[src/rtl/alu_op_issue.sv]
// Command sequencer for the add/subtract execution unit: issues one tagged
// operation at a time, waits out the unit's fixed latency and returns the result.
module alu_op_issue #(
  parameter int IN_WL   = 15,
  parameter int OUT_WL  = 16,
  parameter int LATENCY = 2,
  parameter int TAG_W   = 4,
  parameter int CNT_W   = 8
) (
  input  logic              clk,
  input  logic              rstb,
  input  logic              cmd_valid,
  output logic              cmd_ready,
  input  logic [IN_WL-1:0]  cmd_a,
  input  logic [IN_WL-1:0]  cmd_b,
  input  logic              cmd_op,
  input  logic [TAG_W-1:0]  cmd_tag,
  output logic [IN_WL-1:0]  exec_a,
  output logic [IN_WL-1:0]  exec_b,
  output logic              exec_add_nsub,
  input  logic [OUT_WL-1:0] exec_r,
  output logic              rsp_valid,
  input  logic              rsp_ready,
  output logic [OUT_WL-1:0] rsp_r,
  output logic [TAG_W-1:0]  rsp_tag,
  output logic              busy,
  output logic [CNT_W-1:0]  op_count
);

  // LATENCY is limited to 1..15, so four bits always hold the wait count.
  localparam int WCNT_W = 4;

  typedef enum logic [1:0] {
    ST_IDLE = 2'd0,
    ST_WAIT = 2'd1,
    ST_RESP = 2'd2
  } state_t;

  state_t              state_q;
  logic [WCNT_W-1:0]   wcnt_q;
  logic [TAG_W-1:0]    tag_q;
  logic [IN_WL-1:0]    exec_a_q;
  logic [IN_WL-1:0]    exec_b_q;
  logic                exec_add_nsub_q;
  logic [OUT_WL-1:0]   rsp_r_q;
  logic [TAG_W-1:0]    rsp_tag_q;
  logic [CNT_W-1:0]    op_count_q;
  logic                cmd_ready_q;
  logic                rsp_valid_q;
  logic                busy_q;

  logic                cmd_fire_s;
  logic                rsp_fire_s;

  // Handshake qualifiers for the two valid/ready interfaces.
  always_comb begin
    cmd_fire_s = cmd_valid & cmd_ready_q;
    rsp_fire_s = rsp_valid_q & rsp_ready;
  end

  // Sequencer FSM; the status flags are kept as registers alongside the state.
  always_ff @(posedge clk) begin
    if (!rstb) begin
      state_q         <= ST_IDLE;
      wcnt_q          <= {WCNT_W{1'b0}};
      tag_q           <= {TAG_W{1'b0}};
      exec_a_q        <= {IN_WL{1'b0}};
      exec_b_q        <= {IN_WL{1'b0}};
      exec_add_nsub_q <= 1'b0;
      rsp_r_q         <= {OUT_WL{1'b0}};
      rsp_tag_q       <= {TAG_W{1'b0}};
      op_count_q      <= {CNT_W{1'b0}};
      cmd_ready_q     <= 1'b1;
      rsp_valid_q     <= 1'b0;
      busy_q          <= 1'b0;
    end else begin
      case (state_q)
        ST_IDLE: begin
          if (cmd_fire_s) begin
            exec_a_q        <= cmd_a;
            exec_b_q        <= cmd_b;
            exec_add_nsub_q <= cmd_op;
            tag_q           <= cmd_tag;
            wcnt_q          <= WCNT_W'(LATENCY);
            state_q         <= ST_WAIT;
            cmd_ready_q     <= 1'b0;
            busy_q          <= 1'b1;
          end
        end
        ST_WAIT: begin
          // The unit output is only valid one edge after the count drains.
          if (wcnt_q != {WCNT_W{1'b0}}) begin
            wcnt_q <= wcnt_q - WCNT_W'(1);
          end else begin
            rsp_r_q     <= exec_r;
            rsp_tag_q   <= tag_q;
            state_q     <= ST_RESP;
            rsp_valid_q <= 1'b1;
          end
        end
        ST_RESP: begin
          if (rsp_fire_s) begin
            state_q     <= ST_IDLE;
            op_count_q  <= op_count_q + CNT_W'(1);
            rsp_valid_q <= 1'b0;
            cmd_ready_q <= 1'b1;
            busy_q      <= 1'b0;
          end
        end
        default: begin
          state_q     <= ST_IDLE;
          wcnt_q      <= {WCNT_W{1'b0}};
          rsp_valid_q <= 1'b0;
          cmd_ready_q <= 1'b1;
          busy_q      <= 1'b0;
        end
      endcase
    end
  end

  assign cmd_ready     = cmd_ready_q;
  assign busy          = busy_q;
  assign rsp_valid     = rsp_valid_q;
  assign rsp_r         = rsp_r_q;
  assign rsp_tag       = rsp_tag_q;
  assign op_count      = op_count_q;
  assign exec_a        = exec_a_q;
  assign exec_b        = exec_b_q;
  assign exec_add_nsub = exec_add_nsub_q;

endmodule

[config.mk]
export PLATFORM = sky130hd
export DESIGN_NAME = alu_op_issue
export DESIGN_NICKNAME = d
export VERILOG_FILES = /design/src/rtl/alu_op_issue.sv
export SDC_FILE = /design/constraint.sdc
export NUM_CORES = 1
export LEC_CHECK = 0
export CORE_ASPECT_RATIO = 2
export CORE_UTILIZATION = 62
export CTS_CLUSTER_DIAMETER = 200
export DETAILED_ROUTE_END_ITERATION = 8
export DONT_BUFFER_PORTS = 1
export GPL_TIMING_DRIVEN = 1
export PLACE_DENSITY = 0.78
export REMOVE_ABC_BUFFERS = 1
export SLEW_MARGIN = 20
export SYNTH_ARGS = -nofsm -noshare
export SYNTH_HDL_FRONTEND = slang
export SYNTH_SLANG_ARGS = --single-unit
[constraint.sdc]
create_clock -name clk -period 1.5 [get_ports clk]
set_input_delay 0.3 -clock clk [delete_from_list [all_inputs] [get_ports clk]]
set_output_delay 0.3 -clock clk [all_outputs]
set_load 0.02 [all_outputs]
# --- Yosys cells after proc, flatten, opt, wreduce, memory -nomap -nowiden ---
# Cells that the tools add are included.
op_classes:
  n_eq_ne: 6
  reduce_logical: 9
  n_bitwise: 6
  n_addsub: 2
  muxes: 15
ops:
  columns: ["cell", "n"]
  rows:
  - ["case mux 4 bit (3 select lines)", 1]
  - ["AND reduction 3 bit", 4]
  - ["case mux 1 bit (3 select lines)", 3]
  - ["adder 8 x 1 -> 8 bit, second input constant", 1]
  - ["two-way mux 4 bit", 2]
  - ["!= test 2 bit, second input constant", 4]
  - ["two-way mux 2 bit", 3]
  - ["case mux 2 bit (3 select lines)", 1]
  - ["AND reduction 2 bit", 3]
  - ["two-way mux 1 bit", 5]
  - ["inverter 1 bit", 4]
  - ["nonzero test 4 bit", 1]
  - ["subtractor 4 x 1 -> 4 bit, second input constant", 1]
  - ["bitwise AND 1 bit", 2]
  - ["== test 2 x 1 -> 1 bit, second input constant", 1]
  - ["== test 2 bit, second input constant", 1]
  - ["logical NOT 2 bit", 1]
totals:
  word_cells: 50
  out_inout_bits: 62
  in_bits: 55
  reg_bits: 72

# --- Depth between registers and ports, before layout ---
depth:
  depth_word: 3
  ltp_mapped: 6
  depth_no_buf: 5

# --- Worst setup path after synthesis ---
# Ideal clock, no wire load.
synth_path:
  path_type: "register to register"
  from: "register op_count_q[0], in the netlist op_count[0]"
  to: "register op_count_q[6], in the netlist op_count[6]"
  setup_time_ps: 70
  required_time_ps: 1430
  arrival_time_ps: 1337
  path_stages_with_launch: 5
  n_path_buf: 0
  synth_period_minus_slack_ps: 1407
  path_slack_ps: 93
  path_cell_list: "dfxtp_1 > ha_1 > inv_1 > or4_1 > a21oi_1"
synth_via:
  elab_chain_cells: 1
synth_rtl:
  columns: ["element", "line", "rtl"]
  rows:
  - ["start: declaration", "47", "logic [CNT_W-1:0] op_count_q;"]
  - ["start signal: assignment", "72", "op_count_q <= {CNT_W{1'b0}};"]
  - ["start signal: assignment", "104", "op_count_q <= op_count_q + CNT_W'(1);"]
  - ["adder 8 x 1 -> 8 bit", "104", null]
# Every way passes these cells.
# A chain may end at the register's enable or synchronous reset.

# --- Final worst setup path ---
layout_path:
  from: "register state_q[1]"
  to: "register exec_b_q[4], in the netlist exec_b[4]"
layout_via:
  elab_chain_cells: 2
layout_rtl:
  columns: ["element", "line", "rtl"]
  rows:
  - ["start: declaration", "39", "state_t state_q;"]
  - ["start signal: assignment", "64", "state_q <= ST_IDLE;"]
  - ["start signal: assignment", "85", "state_q <= ST_WAIT;"]
  - ["start signal: assignment", "97", "state_q <= ST_RESP;"]
  - ["logical NOT 2 bit", "77", "case (state_q)"]
  - ["AND reduction 2 bit (no line)", null, null]
  - ["end signal: assignment", "68", "exec_b_q <= {IN_WL{1'b0}};"]
  - ["end signal: assignment", "81", "exec_b_q <= cmd_b;"]
  - ["end: declaration", "43", "logic [IN_WL-1:0] exec_b_q;"]
# Every way passes these cells.

==> impl_summary.log <==
INFO  metric boundaryPins = 117
INFO  metric hpwlAfterDp = roughly 4700 um
INFO  metric crit_path_frequent_cell = sky130_fd_sc_hd__buf_4
INFO  metric yosys_warnings = 0
INFO  metric hold_path_class = in2reg
INFO  metric insertedDiodeCount = 0
INFO  metric cp_cell_sequence = buf_4, nor4bb_4, buf_4, nand2_1, a21oi_1
INFO  metric finalMaxSlewViolations = 0
INFO  metric total_standard_cell_area_after_synthesis = around 2800 um^2
INFO  metric fin_worst_skew = roughly 0.0086 ns
INFO  metric grt_antenna_before_repair = 0
INFO  metric timing.critical_path.required = 1.76 ns
INFO  metric holdCritStartpoint = rstb
INFO  metric critPathBufInv = 2
INFO  metric crit_type = reg2reg
INFO  metric fill_cells = between 300 and 400
INFO  metric finalWorstPathRequiredPeriod = 1.41 ns
INFO  metric cts.sink_count = slightly above 70
INFO  metric insertion_delay = approximately 0.34 ns
INFO  metric critical_path_peak_fanout = 16
INFO  metric clock_path_buffers = 2
INFO  metric crit-reg2reg-capture = exec_b[4]
INFO  metric fp.dieArea = a little under 5000 um^2
INFO  metric post_synthesis_instance_total = between 300 and 400
INFO  metric first_pass_grt_wire_length = ~10,000 um
INFO  metric vias = 2,463
INFO  metric grt_remaining_overflow = 0
INFO  metric cp_top_family = buffers and inverters
INFO  metric fp.coreArea = between 4000 and 5000 um^2
INFO  metric ys_seq_elements = between 70 and 80
INFO  metric worst_hold_path.num_cells = 1
INFO  metric fp-row-count = 34
INFO  metric syn_avg_cell_area = a little over 8 um^2
INFO  metric port_buffers = 0
INFO  metric grt_use_total = 0.277
INFO  metric tritoncts.num_buffers = 9
INFO  metric drtAntennaViolNets = 0
INFO  metric clk_pin_slew_worst_paths = about 0.080 ns
INFO  metric worstHoldEndpoint = cmd_ready
INFO  metric max_freq = around 700 MHz
INFO  metric start_kind = flip-flop
INFO  metric multi_input_area = 1260 um^2
INFO  metric r2r-start = state_q[1]
INFO  metric cts-htree-levels = 3
INFO  metric post-synth-top-area-fraction = 0.508
INFO  metric tritoncts = done
INFO  metric layout_commonest_cell = sky130_fd_sc_hd__nand2_1
INFO  metric route.final.wire_length = 6580 um
INFO  metric syn_to_final_growth = 11.7%
INFO  metric postCtsSetupBuffers = 0
INFO  metric ys_seq_area_frac = 0.508
INFO  metric dr.first_iter.drc_count = 52
INFO  metric placed_area = 2990 um^2
INFO  metric powerDensity = about 1600 nW/um^2
INFO  metric wl_per_cell = 16.0 um
INFO  metric setup.reg_to_reg.worst_slack = 0.09 ns
INFO  metric synth_area_leaders = sky130_fd_sc_hd__dfxtp_1 (51%), sky130_fd_sc_hd__a21oi_1 (12%), sky130_fd_sc_hd__nand2_1 (11%)
INFO  metric place.gp.congestion = 0.913
INFO  metric tightest_slew = around 0.36 ns
INFO  metric cts_root_buf = sky130_fd_sc_hd__clkbuf_8
INFO  metric most_area_hungry_cell_type_in_the_yosys_netlist = sky130_fd_sc_hd__dfxtp_1
INFO  metric maxSlewHeadroom = 0.757
INFO  metric drt_drc_violations_left = 0
INFO  metric final_cell_area = approximately 3200 um^2
INFO  metric slack_of_the_critical_path = around 0.086 ns
INFO  metric layout-drive-gt1-share = 0.120
INFO  metric crit_arrival = 1.67 ns
INFO  metric outcome = completed
INFO  metric type_of_destination_of_the_critical_path = flip-flop
INFO  metric vdd_drop_max = ~1.2 mV
INFO  metric drt_pre_antenna_iters = 4
INFO  metric setup_violations = 0
INFO  metric vias_in_the_first_global_route = roughly 2,400
INFO  metric power.leakage = approximately 1.2 nW
INFO  metric final_nets = around 400
INFO  metric die_x = around 50 um
INFO  metric chipHeight = between 90 and 100 um
INFO  metric max-cap-violations = 0
INFO  metric netlist-cell-type-count = 37
INFO  metric pre_cts_ws = ~0.10 ns
INFO  metric floorplan.initialDensity = 0.648
INFO  metric worst_path_largest_cell_delay = approximately 0.35 ns
INFO  metric grt_start_max_net_pins = 39
INFO  metric timing.final.hold_violations = 0
INFO  metric fin_crit_sh = 0.943
INFO  metric detail_route.vias_per_cell = around 6
INFO  metric r2r_cells = 5
INFO  metric rsz_0062_raised_after_global_routing = yes
INFO  metric most-common-layout-cells = sky130_fd_sc_hd__nand2_1 (81), sky130_fd_sc_hd__dfxtp_1 (72), sky130_fd_sc_hd__a21oi_1 (66), sky130_fd_sc_hd__nand3_1 (23), sky130_fd_sc_hd__buf_4 (22)
INFO  metric crit_path_top_delay_cell = sky130_fd_sc_hd__dfxtp_1
INFO  metric reg_area = about 1400 um^2
[report_power, final]
part | switching (W) | total (W) | internal, W
Clock | 0.000737 | 0.00134 | 0.000605
Sequential | 0.000431 | 0.00261 | 0.00218
Combinational | 0.000721 | 0.00121 | 0.000490
[per-layer routing]
layer / global-route usage / vias up / part of all wire
met3: 0.0829 / 24 / 0.068
met1: 0.294 / 1124 / 0.37
met2: 0.474 / 100 / 0.53
li1: - / 1215 / -
met5: 0 / - / 0
met4: 0.149 / 0 / 0.032
[layout make-up]
cell class                 count  area share
clock buffer                  10      0.0403
clock inverter                 6      0.0142
inverter                       8     0.00947
multi-input combinational    238       0.398
sequential                    72       0.455
tap                           54      0.0213
timing repair buffer          24      0.0620
[kinds of logic (layout without fill, tap and decap cells)]
family | Yosys count | after routing | share of synthesized area
simple gates | 130 | 130 | 0.223
xor+xnor | 1 | 1 | 0.00309
flops | 72 | 72 | 0.508
compound gates | 100 | 100 | 0.186
buf+inv | 35 | 48 | 0.0529
mux | 4 | 4 | 0.0141
fa+ha+maj | 3 | 3 | 0.0132
[worst max path at each step]
stage                    start   endpoint  slack (ns)  depth (start not counted)
floorplan            cmd_ready  exec_a[0]       -1.88                          3
global placement    state_q[0]  rsp_r[11]        0.15                          5
detailed placement  state_q[1]  exec_b[4]        0.10                          5
CTS                 state_q[1]  exec_b[4]        0.08                          5
global route         wcnt_q[0]   rsp_r[2]       -0.03                          6
finish              state_q[1]  exec_b[4]        0.09                          5
[through the flow]
stage                     utilization  std cells  setup TNS [ns]  hold slack [ns]  total power [W]
final                           0.723        412               0           0.0442          0.00516
after global routing            0.723        412          -0.281           0.0313          0.00544
after CTS                       0.722        412               0           0.0309          0.00517
after detailed placement        0.683        396               0            0.395          0.00385
after global placement          0.683        396               0            0.380          0.00380
after floorplan                     -        318          -68.12            0.376          0.00337
[flip-flops by register name, summed over array words and instances, names as in the netlist, 2 cells and up]
signal    count
exec_b       15
op_count      8
exec_a       15
state_q       2
tag_q         4
wcnt_q        4
rsp_tag       4
rsp_r        16
[cells in the mapped netlist]
cell                         n
sky130_fd_sc_hd__a211oi_1    1
sky130_fd_sc_hd__a21oi_1    66
sky130_fd_sc_hd__a32o_1      1
sky130_fd_sc_hd__and3_1      1
sky130_fd_sc_hd__and3b_1     2
sky130_fd_sc_hd__and4bb_2    1
sky130_fd_sc_hd__buf_1       2
sky130_fd_sc_hd__buf_2       9
sky130_fd_sc_hd__buf_6       1
sky130_fd_sc_hd__clkbuf_1   15
sky130_fd_sc_hd__dfxtp_1    72
sky130_fd_sc_hd__ha_1        3
sky130_fd_sc_hd__inv_1       8
sky130_fd_sc_hd__mux2i_1     4
sky130_fd_sc_hd__nand2_1    81
sky130_fd_sc_hd__nand2b_1    2
sky130_fd_sc_hd__nand3_1    23
sky130_fd_sc_hd__nand3b_1    1
sky130_fd_sc_hd__nand4_1     2
sky130_fd_sc_hd__nand4b_1    2
sky130_fd_sc_hd__nand4b_4    1
sky130_fd_sc_hd__nand4bb_1   2
sky130_fd_sc_hd__nor2_1      2
sky130_fd_sc_hd__nor2b_1     1
sky130_fd_sc_hd__nor3_1      1
sky130_fd_sc_hd__nor4_1      1
sky130_fd_sc_hd__nor4b_1     1
sky130_fd_sc_hd__nor4bb_1    1
sky130_fd_sc_hd__o2111ai_1   1
sky130_fd_sc_hd__o211ai_1    1
sky130_fd_sc_hd__o21a_1      1
sky130_fd_sc_hd__o21ai_0    24
sky130_fd_sc_hd__o22ai_1     1
sky130_fd_sc_hd__o31ai_1     4
sky130_fd_sc_hd__or3_1       1
sky130_fd_sc_hd__or4_1       4
sky130_fd_sc_hd__xor2_1      1
[timing repair]
item                                   in CTS  in global routing
hold buffers                                0                  0
endpoints found under the hold margin       0                  0
setup endpoints to repair                   0                 14
resized for setup                           0                  4
(Power assumes the default switching activity.)
